## src/rtl/matrix_pkg.sv

```systemverilog
// Shared definitions for the matrix operand datapath.
// Contents:
//   DATA_W, NUM_ELEM  element width and elements per frame
//   PAIRS, OPS_W      lane count of the subtract stage and flat operand bus width
//   RES_W             subtract stage result width
//   bank_state_t      occupancy of one operand buffer bank
package matrix_pkg;

    localparam int DATA_W   = 16;
    localparam int NUM_ELEM = 32;
    localparam int PAIRS    = NUM_ELEM / 2;
    localparam int OPS_W    = DATA_W * NUM_ELEM;
    localparam int RES_W    = DATA_W * PAIRS;

    typedef enum logic {
        EMPTY = 1'b0,
        FULL  = 1'b1
    } bank_state_t;

endpackage

```

## src/rtl/operand_bank.sv

```systemverilog
// One frame buffer: NUM_ELEM x DATA_W register file with a single indexed
// write port and the whole contents exposed as one flat read bus.
// Ports:
//   clk, rst_n  clock and asynchronous active-low reset (clears contents)
//   wr_en       write wr_data into slot wr_idx on this clock edge
//   wr_idx      slot index, 0 = first element of the frame
//   wr_data     element to store
//   rd_data     all slots, slot k at [W-1-DATA_W*k -: DATA_W] (slot 0 in MSBs)
module operand_bank #(
    parameter int DATA_W   = 16,
    parameter int NUM_ELEM = 32,
    parameter int IDX_W    = $clog2(NUM_ELEM)
) (
    input  logic                       clk,
    input  logic                       rst_n,
    input  logic                       wr_en,
    input  logic [IDX_W-1:0]           wr_idx,
    input  logic [DATA_W-1:0]          wr_data,
    output logic [DATA_W*NUM_ELEM-1:0] rd_data
);

    localparam int FLAT_W = DATA_W * NUM_ELEM;

    logic [DATA_W-1:0] mem [NUM_ELEM];

    always_ff @(posedge clk or negedge rst_n) begin
        if (!rst_n) begin
            for (int i = 0; i < NUM_ELEM; i++) begin
                mem[i] <= '0;
            end
        end else if (wr_en) begin
            mem[wr_idx] <= wr_data;
        end
    end

    // First element lands in the most significant slice of the flat bus.
    for (genvar k = 0; k < NUM_ELEM; k++) begin : g_flat
        assign rd_data[FLAT_W-1-DATA_W*k -: DATA_W] = mem[k];
    end

endmodule

```

## src/rtl/matrix_operand_loader.sv

```systemverilog
// Frame assembler in front of the 16-lane matrix subtract stage.
// Serial operands arrive over valid/ready and are collected into frames of
// NUM_ELEM elements in a ping-pong pair of banks: one bank fills while the
// other is presented on out_ops, so the input can take one element per cycle
// when the consumer keeps up.
// Ports:
//   clk, rst_n          clock and asynchronous active-low reset
//   in_valid/in_ready   input handshake, in_data element, in_last frame marker
//   out_valid/out_ready output handshake, out_ops the whole frame (a1 in MSBs)
//   frame_err           one-cycle pulse when in_last disagrees with the count
module matrix_operand_loader #(
    parameter int DATA_W   = matrix_pkg::DATA_W,
    parameter int NUM_ELEM = matrix_pkg::NUM_ELEM
) (
    input  logic                       clk,
    input  logic                       rst_n,
    input  logic                       in_valid,
    output logic                       in_ready,
    input  logic [DATA_W-1:0]          in_data,
    input  logic                       in_last,
    output logic                       out_valid,
    input  logic                       out_ready,
    output logic [DATA_W*NUM_ELEM-1:0] out_ops,
    output logic                       frame_err
);

    import matrix_pkg::*;

    localparam int               IDX_W    = $clog2(NUM_ELEM);
    localparam int               FLAT_W   = DATA_W * NUM_ELEM;
    localparam logic [IDX_W-1:0] LAST_IDX = IDX_W'(NUM_ELEM - 1);

    logic [IDX_W-1:0]  cnt;
    logic              wr_bank;
    logic              rd_bank;
    logic              init_done;
    bank_state_t       bank_state [2];
    logic [FLAT_W-1:0] bank_data  [2];

    logic accept;
    logic at_end;
    logic commit;
    logic early_end;
    logic release_frame;

    // Input readiness looks only at registered state, never at out_ready, so a
    // bank freed this cycle starts accepting on the next one.
    assign in_ready      = init_done && (bank_state[wr_bank] == EMPTY);
    assign out_valid     = (bank_state[rd_bank] == FULL);
    assign out_ops       = bank_data[rd_bank];

    assign accept        = in_valid && in_ready;
    assign at_end        = (cnt == LAST_IDX);
    assign commit        = accept && at_end;
    assign early_end     = accept && in_last && !at_end;
    assign release_frame = out_valid && out_ready;

    // An early in_last drops that element along with the partial frame, so it
    // is never written into the bank.
    for (genvar g = 0; g < 2; g++) begin : g_bank
        operand_bank #(
            .DATA_W   (DATA_W),
            .NUM_ELEM (NUM_ELEM),
            .IDX_W    (IDX_W)
        ) u_bank (
            .clk     (clk),
            .rst_n   (rst_n),
            .wr_en   (accept && !early_end && (wr_bank == 1'(g))),
            .wr_idx  (cnt),
            .wr_data (in_data),
            .rd_data (bank_data[g])
        );
    end

    // Fill counter, bank pointers and the framing error pulse. A frame that
    // reaches full length is always committed, with frame_err flagging a
    // missing in_last.
    always_ff @(posedge clk or negedge rst_n) begin
        if (!rst_n) begin
            cnt       <= '0;
            wr_bank   <= 1'b0;
            rd_bank   <= 1'b0;
            init_done <= 1'b0;
            frame_err <= 1'b0;
        end else begin
            init_done <= 1'b1;
            frame_err <= (commit && !in_last) || early_end;
            if (commit) begin
                cnt     <= '0;
                wr_bank <= ~wr_bank;
            end else if (early_end) begin
                cnt <= '0;
            end else if (accept) begin
                cnt <= cnt + IDX_W'(1);
            end
            if (release_frame) begin
                rd_bank <= ~rd_bank;
            end
        end
    end

    // Bank occupancy. Commit needs an EMPTY write bank and release needs a FULL
    // read bank, so both can happen in one cycle without touching the same bank.
    always_ff @(posedge clk or negedge rst_n) begin
        if (!rst_n) begin
            bank_state[0] <= EMPTY;
            bank_state[1] <= EMPTY;
        end else begin
            for (int b = 0; b < 2; b++) begin
                if (commit && (wr_bank == 1'(b))) begin
                    bank_state[b] <= FULL;
                end else if (release_frame && (rd_bank == 1'(b))) begin
                    bank_state[b] <= EMPTY;
                end
            end
        end
    end

endmodule
```

## config.mk

```make
export PLATFORM = sky130hd
export DESIGN_NAME = matrix_operand_loader
export DESIGN_NICKNAME = d
export VERILOG_FILES = /design/src/rtl/matrix_pkg.sv /design/src/rtl/operand_bank.sv /design/src/rtl/matrix_operand_loader.sv
export SDC_FILE = /design/constraint.sdc
export NUM_CORES = 1
export LEC_CHECK = 0
export CELL_PAD_IN_SITES_DETAIL_PLACEMENT = 0
export CELL_PAD_IN_SITES_GLOBAL_PLACEMENT = 1
export CORE_UTILIZATION = 47
export DETAILED_ROUTE_END_ITERATION = 8
export PLACE_DENSITY = 0.9
export SLEW_MARGIN = 0
export SYNTH_ARGS = -nofsm -noshare
export SYNTH_HDL_FRONTEND = slang
export SYNTH_SLANG_ARGS = --single-unit
```

## constraint.sdc

```tcl
create_clock -name clk -period 3.3 [get_ports clk]
set_input_delay 0.66 -clock clk [delete_from_list [all_inputs] [get_ports clk]]
set_output_delay 0.66 -clock clk [all_outputs]
set_load 0.05 [all_outputs]
```

==> flow_metrics.py, run 1 <==
metrics = {
    "outcome": {
        "status": "completed",
    },
    "yosys": {
        "postSynthCellCount": 2962,
        "synth_area_per_cell_um2": 15.3,
        "syn_area_um2": 45300,
        "synthArstFlopShare": 1.00,
        "synth.distinct_cells": 37,
        "synth_edf_count": 0,
        "synth-seq-cells": 1035,
        "syn_nets": 2988,
        "ys_seq_area_frac": 0.572,
        "synthFlopType": "dfrtp_1",
        "yosysWarnings": 0,
    },
    "routing": {
        "wl_per_cell_um": 25.7,
        "drtPass1Iterations": 4,
        "wl_mm": 124,
        "viasPerCell": 5.50,
        "route.vias.total": 26598,
        "route.detailed.drc": 0,
        "ant_nets": 0,
        "drtIter0Drc": 1569,
    },
    "run": {
        "drv_cap": 0,
    },
    "worst_hold_path": {
        "holdPathStages": 2,
        "hold_path_startpoint": "in_data[1]",
        "min_path_type": "in2reg",
        "min_to": "g_bank[1].u_bank.rd_data[289]$_DFFE_PN0P_",
    },
    "placed_design": {
        "dp_slack_ns": -0.193,
        "dpl.cell_count": 4631,
        "hpwl_mm": 79.0,
        "placed_area_um2": 51500,
        "routabilityCongestion": 0.780,
        "io_buffers": 535,
    },
    "clock_tree": {
        "cts_tree": "built",
        "cts_htree_levels": 3,
        "clk_latency_ns": 0.70,
        "cts-root-buf": "clkbuf_16",
        "clk_path_buf_depth": 3,
        "clk_pin_slew_ns": 0.06,
        "cts_buffers": 107,
        "cts.sink_count": 1035,
    },
    "setup_path": {
        "r2r_slack_ns": 0.26,
        "critical_path.top_delay_family": "buffers and inverters",
        "startpoint_type": "register",
        "critPathCaptureType": "primary output",
        "crit_top_cell": "buf_4",
        "rr_startpoint": "cnt[1]$_DFFE_PN0P_",
        "critical_path.max_stage_delay_ns": 0.56,
        "cp_num_buf_inv": 4,
        "r2r_cells": 8,
        "rr_endpoint": "g_bank[1].u_bank.rd_data[213]$_DFFE_PN0P_",
        "crit_arrival_ns": 2.59,
        "required_ns": 2.64,
        "critPathSlowestCell": "dlygate4sd2_1",
        "crit_type": "reg2out",
        "path_max_fanout": 18,
        "crit_chain": "buf_4, buf_4, buf_4, mux2_2, dlygate4sd2_1",
    },
    "global_routing": {
        "grt_pass1_wl_mm": 185,
        "grt_pass1_vias": 27762,
        "antenna_found_initial": 10,
        "grt_max_degree": 96,
        "grt_usage": 0.254,
        "gr-total-overflow": 0,
    },
    "final_layout": {
        "fillers": 7545,
        "area_growth_pct": 21.8,
        "design_area_um2": 55100,
        "layout.area.seq_um2": 25900,
        "utilization": 0.579,
        "multi_input_area_um2": 18200,
        "final_cells": 4835,
        "layout-drive-gt1-share": 0.632,
        "nNetsFinal": 3511,
    },
    "die": {
        "die-area_um2": 97600,
        "die_w_um": 312,
        "num_rows": 113,
        "core_area_um2": 95200,
        "fp.dieH_um": 312,
        "io_pins": 536,
        "initial_core_util": 0.476,
    },
    "timing": {
        "whs_ns": 0.376,
        "tightestPinTransition_ns": 1.13,
        "rsz0062_at_grt": "yes",
        "max_freq_mhz": 308,
        "setup-tns-final_ns": 0,
        "finalHoldViolCount": 0,
        "setup_ws_ns": 0.0495,
        "period_share": 0.985,
        "finClkSkew_ns": 0.0181,
        "setup_viol": 0,
        "min_period_ns": 3.25,
        "slew-limit-headroom": 0.246,
        "maxSlewViolCount": 0,
    },
    "pwr": {
        "p_per_area_nw_per_um2": 575,
        "ir_drop_mv": 0.683,
        "leakage_nw": 29.2,
        "p_total_mw": 31.7,
    },
}
-- registers in the layout, indices dropped and copies added (netlist names) --
| signal | flops |
|---|---|
| g_bank.u_bank.rd_data | 1024 |
| bank_state | 2 |
| frame_err | 1 |
| cnt | 5 |
| rd_bank | 1 |
| wr_bank | 1 |
| init_done | 1 |
-- cell usage in the layout, fill, tap and decap left out, drive strengths merged, types with 5 or more instances in the layout --
cell type and n:
inv 8, nand2b 5, clkdlybuf4s50 15, and3 10, o21ai 6, nor3b 6, bufinv 7, clkinv 19
clkbuf 158, nand3 19, nand2 54, dlygate4sd2 157, dfrtp 1035, buf 488, ha 5, mux2 1538
-- Yosys cell counts (2+ instances only) --
| library cell | number | area [um2] |
|---|---|---|
| mux2_2 | 1537 | 17300 |
| dfrtp_1 | 1035 | 25900 |
| clkbuf_1 | 163 | 612 |
| buf_2 | 38 | 190 |
| buf_1 | 35 | 131 |
| nand2_2 | 28 | 175 |
| nand2_1 | 26 | 97.6 |
| buf_6 | 17 | 191 |
| nand3_2 | 14 | 140 |
| and3_1 | 10 | 62.6 |
| o21ai_0 | 6 | 30.0 |
| ha_1 | 5 | 62.6 |
| nand2b_1 | 5 | 31.3 |
| nand3_1 | 5 | 25.0 |
| nor3b_1 | 5 | 37.5 |
| a21oi_1 | 3 | 15.0 |
| inv_1 | 3 | 11.3 |
| nor2_1 | 3 | 11.3 |
| nor4_4 | 3 | 63.8 |
| nand4_1 | 2 | 12.5 |
| nor2b_1 | 2 | 12.5 |
| nor3_1 | 2 | 10.0 |
-- final cells by class --
type / count / share of cell area
inverter: 3 / 0.000204
clock inverter: 35 / 0.00715
tap: 1265 / 0.0287
timing repair buffer: 668 / 0.106
clock buffer: 156 / 0.0570
antenna: 3 / 0.000136
multi-input combinational: 1670 / 0.331
sequential: 1035 / 0.470
-- power breakdown --
group	total, mW	leakage [nW]	switching (mW)	internal [mW]
sequential	13.7	14.3	0.309	13.4
combinational	5.85	13.1	3.96	1.89
clock	12.2	1.74	5.04	7.13
total	31.7	29.2	9.31	22.4
-- per-layer routing --
layer  share of wire  track usage  routed length (um)
met1            0.43        0.332               53000
met2            0.49        0.418               61000
met3           0.055       0.0581                6820
met4           0.029       0.0813                3590
met5         0.00032            0                  40
-- worst max-delay path by stage --
stage | slack, ns | depth (start not counted) | end | startpoint
2_1_floorplan | 0.53 | 9 | g_bank[1].u_bank.rd_data[502]$_DFFE_PN0P_ | cnt[0]$_DFFE_PN0P_
3_3_place_gp | -0.17 | 6 | g_bank[0].u_bank.rd_data[443]$_DFFE_PN0P_ | in_last
3_5_place_dp | -0.19 | 6 | g_bank[0].u_bank.rd_data[438]$_DFFE_PN0P_ | in_last
4_1_cts | -0.15 | 5 | out_ops[442] | rd_bank$_DFFE_PN0N_
5_1_grt | -0.03 | 5 | out_ops[310] | rd_bank$_DFFE_PN0N_
6_report | 0.05 | 5 | out_ops[310] | rd_bank$_DFFE_PN0N_
-- repair_timing --
action / CTS / global route
gates cloned: 3 / 2
hold buffers: 1 / 0
resized for setup: 184 / 3
pin swaps: 0 / 0
setup buffers: 3 / 1
endpoints found under the hold margin: 17 / 0
setup endpoints to repair: 329 / 83
-- cell families after synthesis --
family                     share of synthesized area
muxes                                          0.383
DFF                                            0.572
buffers and inverters                         0.0253
and+or+nand+nor                               0.0168
AOI/OAI and AO/OA                            0.00152
adders and majority gates                    0.00138
other                                      0.0000828
xor gates and xnor gates                    0.000194
-- worst reg2reg max path, stage by stage (launching register included) --
cell and delay (ns):
dfrtp_1 0.39, ha_1 0.18, and3_1 0.16, ha_1 0.16, buf_4 0.15, nand2b_1 0.19
and3_1 0.64, nand2_2 0.59, mux2_2 0.46
Power figures use the tool's default switching activity.
==> inputs of run 2 (changes only) <==
--- a/config.mk
+++ b/config.mk
@@ -7,6 +7,7 @@
 export LEC_CHECK = 0
 export CELL_PAD_IN_SITES_DETAIL_PLACEMENT = 0
 export CELL_PAD_IN_SITES_GLOBAL_PLACEMENT = 1
+export CORE_MARGIN = 1.5
 export CORE_UTILIZATION = 47
 export DETAILED_ROUTE_END_ITERATION = 8
 export PLACE_DENSITY = 0.9
==> flow_metrics.py, run 2 (synthesis results as in run 1) <==
metrics = {
    "clock_tree": {
        "cts.sink_count": 1035,
        "clk_latency_ns": 0.71,
        "cts_setup_buffers": 0,
        "clk_path_buf_depth": 3,
        "cts-root-buf": "clkbuf_16",
        "cts_buffers": 108,
        "cts_htree_levels": 3,
        "clk_pin_slew_ns": 0.06,
        "cts_tree": "built",
    },
    "pwr": {
        "clkPwrFrac": 0.388,
        "internal_power_mw": 22.4,
        "combinationalPowerShare": 0.182,
        "p_per_area_nw_per_um2": 579,
        "p_seq_frac": 0.430,
        "p_sw_frac": 0.295,
        "ir_drop_mv": 0.592,
        "leakage_nw": 29.1,
        "p_total_mw": 31.8,
        "netSwitchingPower_mw": 9.38,
    },
    "setup_path": {
        "rr_startpoint": "cnt[0]$_DFFE_PN0P_",
        "setup.worst_path.start": "rd_bank$_DFFE_PN0N_",
        "r2r_cells": 7,
        "crit_path_end": "out_ops[397]",
        "required_ns": 2.64,
        "path_max_fanout": 54,
        "crit_type": "reg2out",
        "rr_endpoint": "g_bank[0].u_bank.rd_data[445]$_DFFE_PN0P_",
        "crit_arrival_ns": 2.62,
        "r2r_slack_ns": 0.18,
        "critPathCaptureType": "primary output",
        "startpoint_type": "register",
    },
    "timing": {
        "finalHoldViolCount": 0,
        "finClkSkew_ns": 0.0256,
        "rsz0062_at_grt": "yes",
        "slew-limit-headroom": 0.215,
        "period_share": 0.995,
        "setup-tns-final_ns": 0,
        "max_freq_mhz": 305,
        "maxSlewViolCount": 0,
        "setup_ws_ns": 0.0167,
        "tightestPinTransition_ns": 1.18,
        "setup_viol": 0,
        "min_period_ns": 3.28,
    },
    "placed_design": {
        "dp_slack_ns": -0.349,
        "routabilityCongestion": 0.786,
        "placed_area_um2": 51200,
        "hpwl_mm": 78.2,
        "io_buffers": 535,
    },
    "global_routing": {
        "grt_usage": 0.250,
        "grt_max_degree": 113,
        "antenna_found_initial": 7,
        "grt_pass1_vias": 27868,
        "gr-total-overflow": 0,
        "grt_pass1_wl_mm": 183,
    },
    "routing": {
        "drtPass1Iterations": 5,
        "ant_nets": 0,
        "wl_mm": 123,
        "drtIter0Drc": 1606,
        "route.vias.total": 26620,
        "route.detailed.drc": 0,
        "viasPerCell": 5.52,
        "wl_per_cell_um": 25.6,
    },
    "die": {
        "fp.dieH_um": 313,
        "io_pins": 536,
        "die-area_um2": 98200,
        "die_w_um": 313,
        "num_rows": 113,
        "core_area_um2": 95200,
        "initial_core_util": 0.476,
    },
    "final_layout": {
        "layout-drive-gt1-share": 0.648,
        "fillers": 7481,
        "layout.area.seq_um2": 25900,
        "area_growth_pct": 21.4,
        "nNetsFinal": 3489,
        "multi_input_area_um2": 18300,
        "layout_common_cells": "1,537 x mux2_2, 1,034 x dfrtp_1, 485 x buf_4",
        "largest_reg_flops": 1024,
        "utilization": 0.577,
        "design_area_um2": 54900,
        "layout_commonest_cell": "mux2_2",
    },
    "worst_hold_path": {
        "min_path_type": "in2reg",
        "holdPathStages": 2,
    },
    "outcome": {
        "status": "completed",
    },
    "run": {
        "drv_cap": 0,
    },
}
-- run 2: cell count changes in the layout (fill, tap and decap cells not counted), moves of 3 or more --
cell             change
dlymetal6s2s_1       +9
clkinvlp_4           -3
buf_6               -20
clkbuf_8             +4
clkbuf_1             +9
clkdlybuf4s50_1      -9
buf_12               +4
dlygate4sd2_1       -72
bufbuf_16            -3
inv_6                -3
buf_4               +67
-- run 2: worst max-delay path: stages (launching register included) --
cell and delay, ns:
dfrtp_4 0.54, buf_16 0.29, buf_16 0.31, mux2_2 0.42
buf_4 0.20
-- run 2: metal layers --
layer,vias up,part of all wire,global-route usage
li1,11560,-,-
met1,14223,0.43,0.334
met2,657,0.49,0.410
met3,180,0.052,0.0510
met4,0,0.030,0.0772
met5,-,0,0
-- run 2: worst min-delay path by stage --
stage | start | endpoint
floorplan | rst_n | bank_state[0]$_DFFE_PN0P_
global placement | g_bank[1].u_bank.rd_data[301]$_DFFE_PN0P_ | g_bank[1].u_bank.rd_data[301]$_DFFE_PN0P_
detailed placement | g_bank[1].u_bank.rd_data[310]$_DFFE_PN0P_ | g_bank[1].u_bank.rd_data[310]$_DFFE_PN0P_
CTS | in_data[3] | g_bank[1].u_bank.rd_data[371]$_DFFE_PN0P_
global route | in_data[3] | g_bank[1].u_bank.rd_data[371]$_DFFE_PN0P_
finish | in_data[3] | g_bank[1].u_bank.rd_data[371]$_DFFE_PN0P_
-- run 2: final cells by class --
cell class | instances | area share
Tap cell | 1265 | 0.0288
Inverter | 3 | 0.000205
Sequential cell | 1035 | 0.472
Clock buffer | 168 | 0.0584
Antenna cell | 1 | 0.0000455
Multi-Input combinational cell | 1670 | 0.332
Clock inverter | 33 | 0.00799
Timing Repair Buffer | 645 | 0.101
-- run 2: metrics by stage --
step                      hold WS [ns]  std cells
after floorplan                  0.364       2962
after global placement           0.481       4613
after detailed placement         0.487       4613
after CTS                        0.407       4818
after global routing             0.443       4819
final                            0.442       4820
-- run 2: power by group through the flow --
stage                     combinational [mW]  clock, mW  sequential [mW]
final                                   5.77       12.3             13.7
after global routing                    6.02       13.1             13.7
after CTS                               5.82       12.6             13.7
after detailed placement                5.86          0             13.9
after global placement                  5.83          0             13.9
after floorplan                         3.89          0             13.8
-- run 2: timing repair --
| action | 4_1_cts | 5_1_grt |
|---|---|---|
| setup endpoints to repair | 381 | 98 |
| resized for setup | 94 | 13 |
| hold endpoints to repair | 33 | 0 |
| hold buffers | 1 | 0 |
| gates cloned | 3 | 1 |
==> inputs of run 3 (changes only) <==
--- a/config.mk
+++ b/config.mk
@@ -5,10 +5,11 @@
 export SDC_FILE = /design/constraint.sdc
 export NUM_CORES = 1
 export LEC_CHECK = 0
+export ABC_AREA = 1
 export CELL_PAD_IN_SITES_DETAIL_PLACEMENT = 0
 export CELL_PAD_IN_SITES_GLOBAL_PLACEMENT = 1
 export CORE_MARGIN = 1.5
-export CORE_UTILIZATION = 47
+export CORE_UTILIZATION = 42
 export DETAILED_ROUTE_END_ITERATION = 8
 export PLACE_DENSITY = 0.9
 export SLEW_MARGIN = 0
==> flow_metrics.py, run 3 <==
metrics = {
    "outcome": {
        "status": "completed",
    },
    "routing": {
        "wl_per_cell_um": 21.2,
        "viasPerCell": 5.68,
        "route.detailed.drc": 0,
        "wl_mm": 175,
        "drtPass1Iterations": 6,
        "ant_nets": 0,
        "route.vias.total": 46888,
        "drtIter0Drc": 5038,
    },
    "die": {
        "initial_core_util": 0.423,
        "core_area_um2": 118000,
        "die-area_um2": 121000,
        "io_pins": 536,
        "fp.dieH_um": 347,
        "die_w_um": 347,
        "num_rows": 126,
    },
    "timing": {
        "finalHoldViolCount": 0,
        "rsz0062_at_grt": "no",
        "finClkSkew_ns": 0.0263,
        "maxSlewViolCount": 0,
        "setup_viol": 0,
        "max_freq_mhz": 321,
        "period_share": 0.944,
        "whs_ns": 0.383,
        "min_period_ns": 3.11,
        "tightestPinTransition_ns": 1.20,
        "setup-tns-final_ns": 0,
        "slew-limit-headroom": 0.203,
    },
    "final_layout": {
        "largest_reg_flops": 1024,
        "layout_common_cells": "3,592 x nand2_1, 1,033 x dfrtp_1, 1,024 x nand4_1",
        "nNetsFinal": 6657,
        "antenna_cells": 0,
        "design_area_um2": 65200,
        "layout-drive-gt1-share": 0.147,
        "area_growth_pct": 30.9,
        "layout_commonest_cell": "nand2_1",
    },
    "setup_path": {
        "crit_arrival_ns": 2.45,
        "path_max_fanout": 100,
        "startpoint_type": "register",
        "rr_startpoint": "cnt[0]$_DFFE_PN0P_",
        "critPathCaptureType": "primary output",
        "crit_type": "reg2out",
        "r2r_cells": 11,
        "rr_endpoint": "g_bank[0].u_bank.rd_data[146]$_DFFE_PN0P_",
        "crit_path_end": "out_ops[73]",
        "r2r_slack_ns": 0.63,
        "setup.worst_path.start": "rd_bank$_DFFE_PN0N_",
        "required_ns": 2.64,
    },
    "yosys": {
        "ys_seq_area_frac": 0.520,
        "postSynthCellCount": 6439,
        "syn_area_um2": 49800,
        "synth.distinct_cells": 25,
        "netlist.top_cell.by_area": "dfrtp_1",
        "synthArstFlopShare": 1.00,
        "synth_area_per_cell_um2": 7.74,
        "yosysWarnings": 0,
        "synth-seq-cells": 1035,
        "synth.most_common_cell": "nand2_1",
        "synth_area_leaders": "dfrtp_1 52%, nand2_1 27%, nand4_1 13%",
        "yosysTopAreaCellShare": 0.520,
        "synth_edf_count": 0,
        "synthFlopType": "dfrtp_1",
        "syn_nets": 6465,
        "synth_common_cells": "3,603 x nand2_1, 1,035 x dfrtp_1, 1,024 x nand4_1",
    },
    "clock_tree": {
        "cts.sink_count": 1035,
        "cts_htree_levels": 3,
        "clk_pin_slew_ns": 0.06,
        "clk_path_buf_depth": 3,
        "cts_buffers": 111,
        "cts_tree": "built",
        "cts-root-buf": "clkbuf_16",
        "clk_latency_ns": 0.70,
    },
    "pwr": {
        "p_per_area_nw_per_um2": 421,
        "p_total_mw": 27.4,
        "leakage_nw": 34.5,
        "ir_drop_mv": 0.415,
    },
    "placed_design": {
        "hpwl_mm": 103,
        "io_buffers": 535,
        "routabilityCongestion": 0.821,
        "placed_area_um2": 61200,
    },
    "global_routing": {
        "grt_usage": 0.283,
        "antenna_found_initial": 0,
        "grt_pass1_vias": 43722,
        "gr-total-overflow": 0,
        "grt_max_degree": 173,
        "grt_pass1_wl_mm": 270,
    },
    "run": {
        "drv_cap": 0,
    },
    "worst_hold_path": {
        "min_path_type": "in2reg",
    },
}
## run 3: cell types whose count changed after synthesis, sizes merged, moves of 5 or more
cell    change
inv        +12
nor3b       -6
mux2     -1538
nor2       +36
buf       +123
nand2b      -5
nand4    +1023
and3        -9
nand2    +3550
clkbuf    +252
nand3      +54
## run 3: cells by family (layout without fill, tap and decap cells)
group / after synthesis / after routing / share of synthesized area
AND/OR/NAND/NOR: 4745 / 4745 / 0.418
flip-flops: 1035 / 1035 / 0.520
buffers and inverters: 644 / 927 / 0.0595
AO/OA/AOI/OAI: 8 / 8 / 0.000804
adder cells (fa/ha/maj): 5 / 5 / 0.00126
other: 1 / 1 / 0.0000753
XOR/XNOR: 1 / 1 / 0.000176
## run 3: area by class of cell
cell class / count / area (um2)
Clock buffer: 177 / 3440
Multi-Input combinational cell: 4760 / 21100
Sequential cell: 1035 / 25900
Clock inverter: 27 / 369
Timing Repair Buffer: 708 / 12400
Tap cell: 1536 / 1920
Inverter: 15 / 90.1
Fill cell: 10317 / 52600
## run 3: timing repair
action | in CTS | in global routing
buffers inserted | 0 | 5
setup endpoints to repair | 231 | 103
hold endpoints to repair | 33 | 0
hold buffers | 1 | 0
resized for setup | 16 | 3
gates cloned | 0 | 2
## run 3: worst min-delay path by stage
stage | start | endpoint | slack, ns | depth (start not counted)
finish | in_data[3] | g_bank[0].u_bank.rd_data[291]$_DFFE_PN0P_ | 0.38 | 3
global route | in_data[3] | g_bank[1].u_bank.rd_data[307]$_DFFE_PN0P_ | 0.38 | 3
CTS | in_data[3] | g_bank[1].u_bank.rd_data[291]$_DFFE_PN0P_ | 0.34 | 3
detailed placement | g_bank[1].u_bank.rd_data[510]$_DFFE_PN0P_ | g_bank[1].u_bank.rd_data[510]$_DFFE_PN0P_ | 0.46 | 2
global placement | g_bank[0].u_bank.rd_data[177]$_DFFE_PN0P_ | g_bank[0].u_bank.rd_data[177]$_DFFE_PN0P_ | 0.45 | 2
floorplan | rst_n | bank_state[0]$_DFFE_PN0P_ | 0.36 | 0
## run 3: worst max-delay path, cell delays in order (launching register included)
cell,delay (ns)
dfrtp_4,0.58
buf_4,0.21
buf_12,0.35
nand2_1,0.12
nand2_1,0.19
buf_12,0.16
## run 3: where the power goes
part	total, mW	switching, mW	internal, mW
sequential	13.1	0.135	12.9
clock	13.0	5.27	7.72
combinational	1.39	1.14	0.248
total	27.4	6.55	20.9
## run 3: metal layers
| metal | vias up | wire length [um] | GRT usage |
|---|---|---|---|
| met5 | - | 0 | 0 |
| li1 | 21481 | - | - |
| met4 | 0 | 7760 | 0.122 |
| met1 | 22971 | 73000 | 0.400 |
| met3 | 353 | 13500 | 0.0414 |
| met2 | 2083 | 80600 | 0.434 |
## run 3: stage by stage
step                      utilization  cells  worst slack, ns
after floorplan                     -   6439            0.954
after global placement          0.520   8046            0.337
after detailed placement        0.520   8046            0.317
after CTS                       0.553   8251          -0.0108
after global routing            0.554   8258            0.113
final                           0.554   8258            0.185
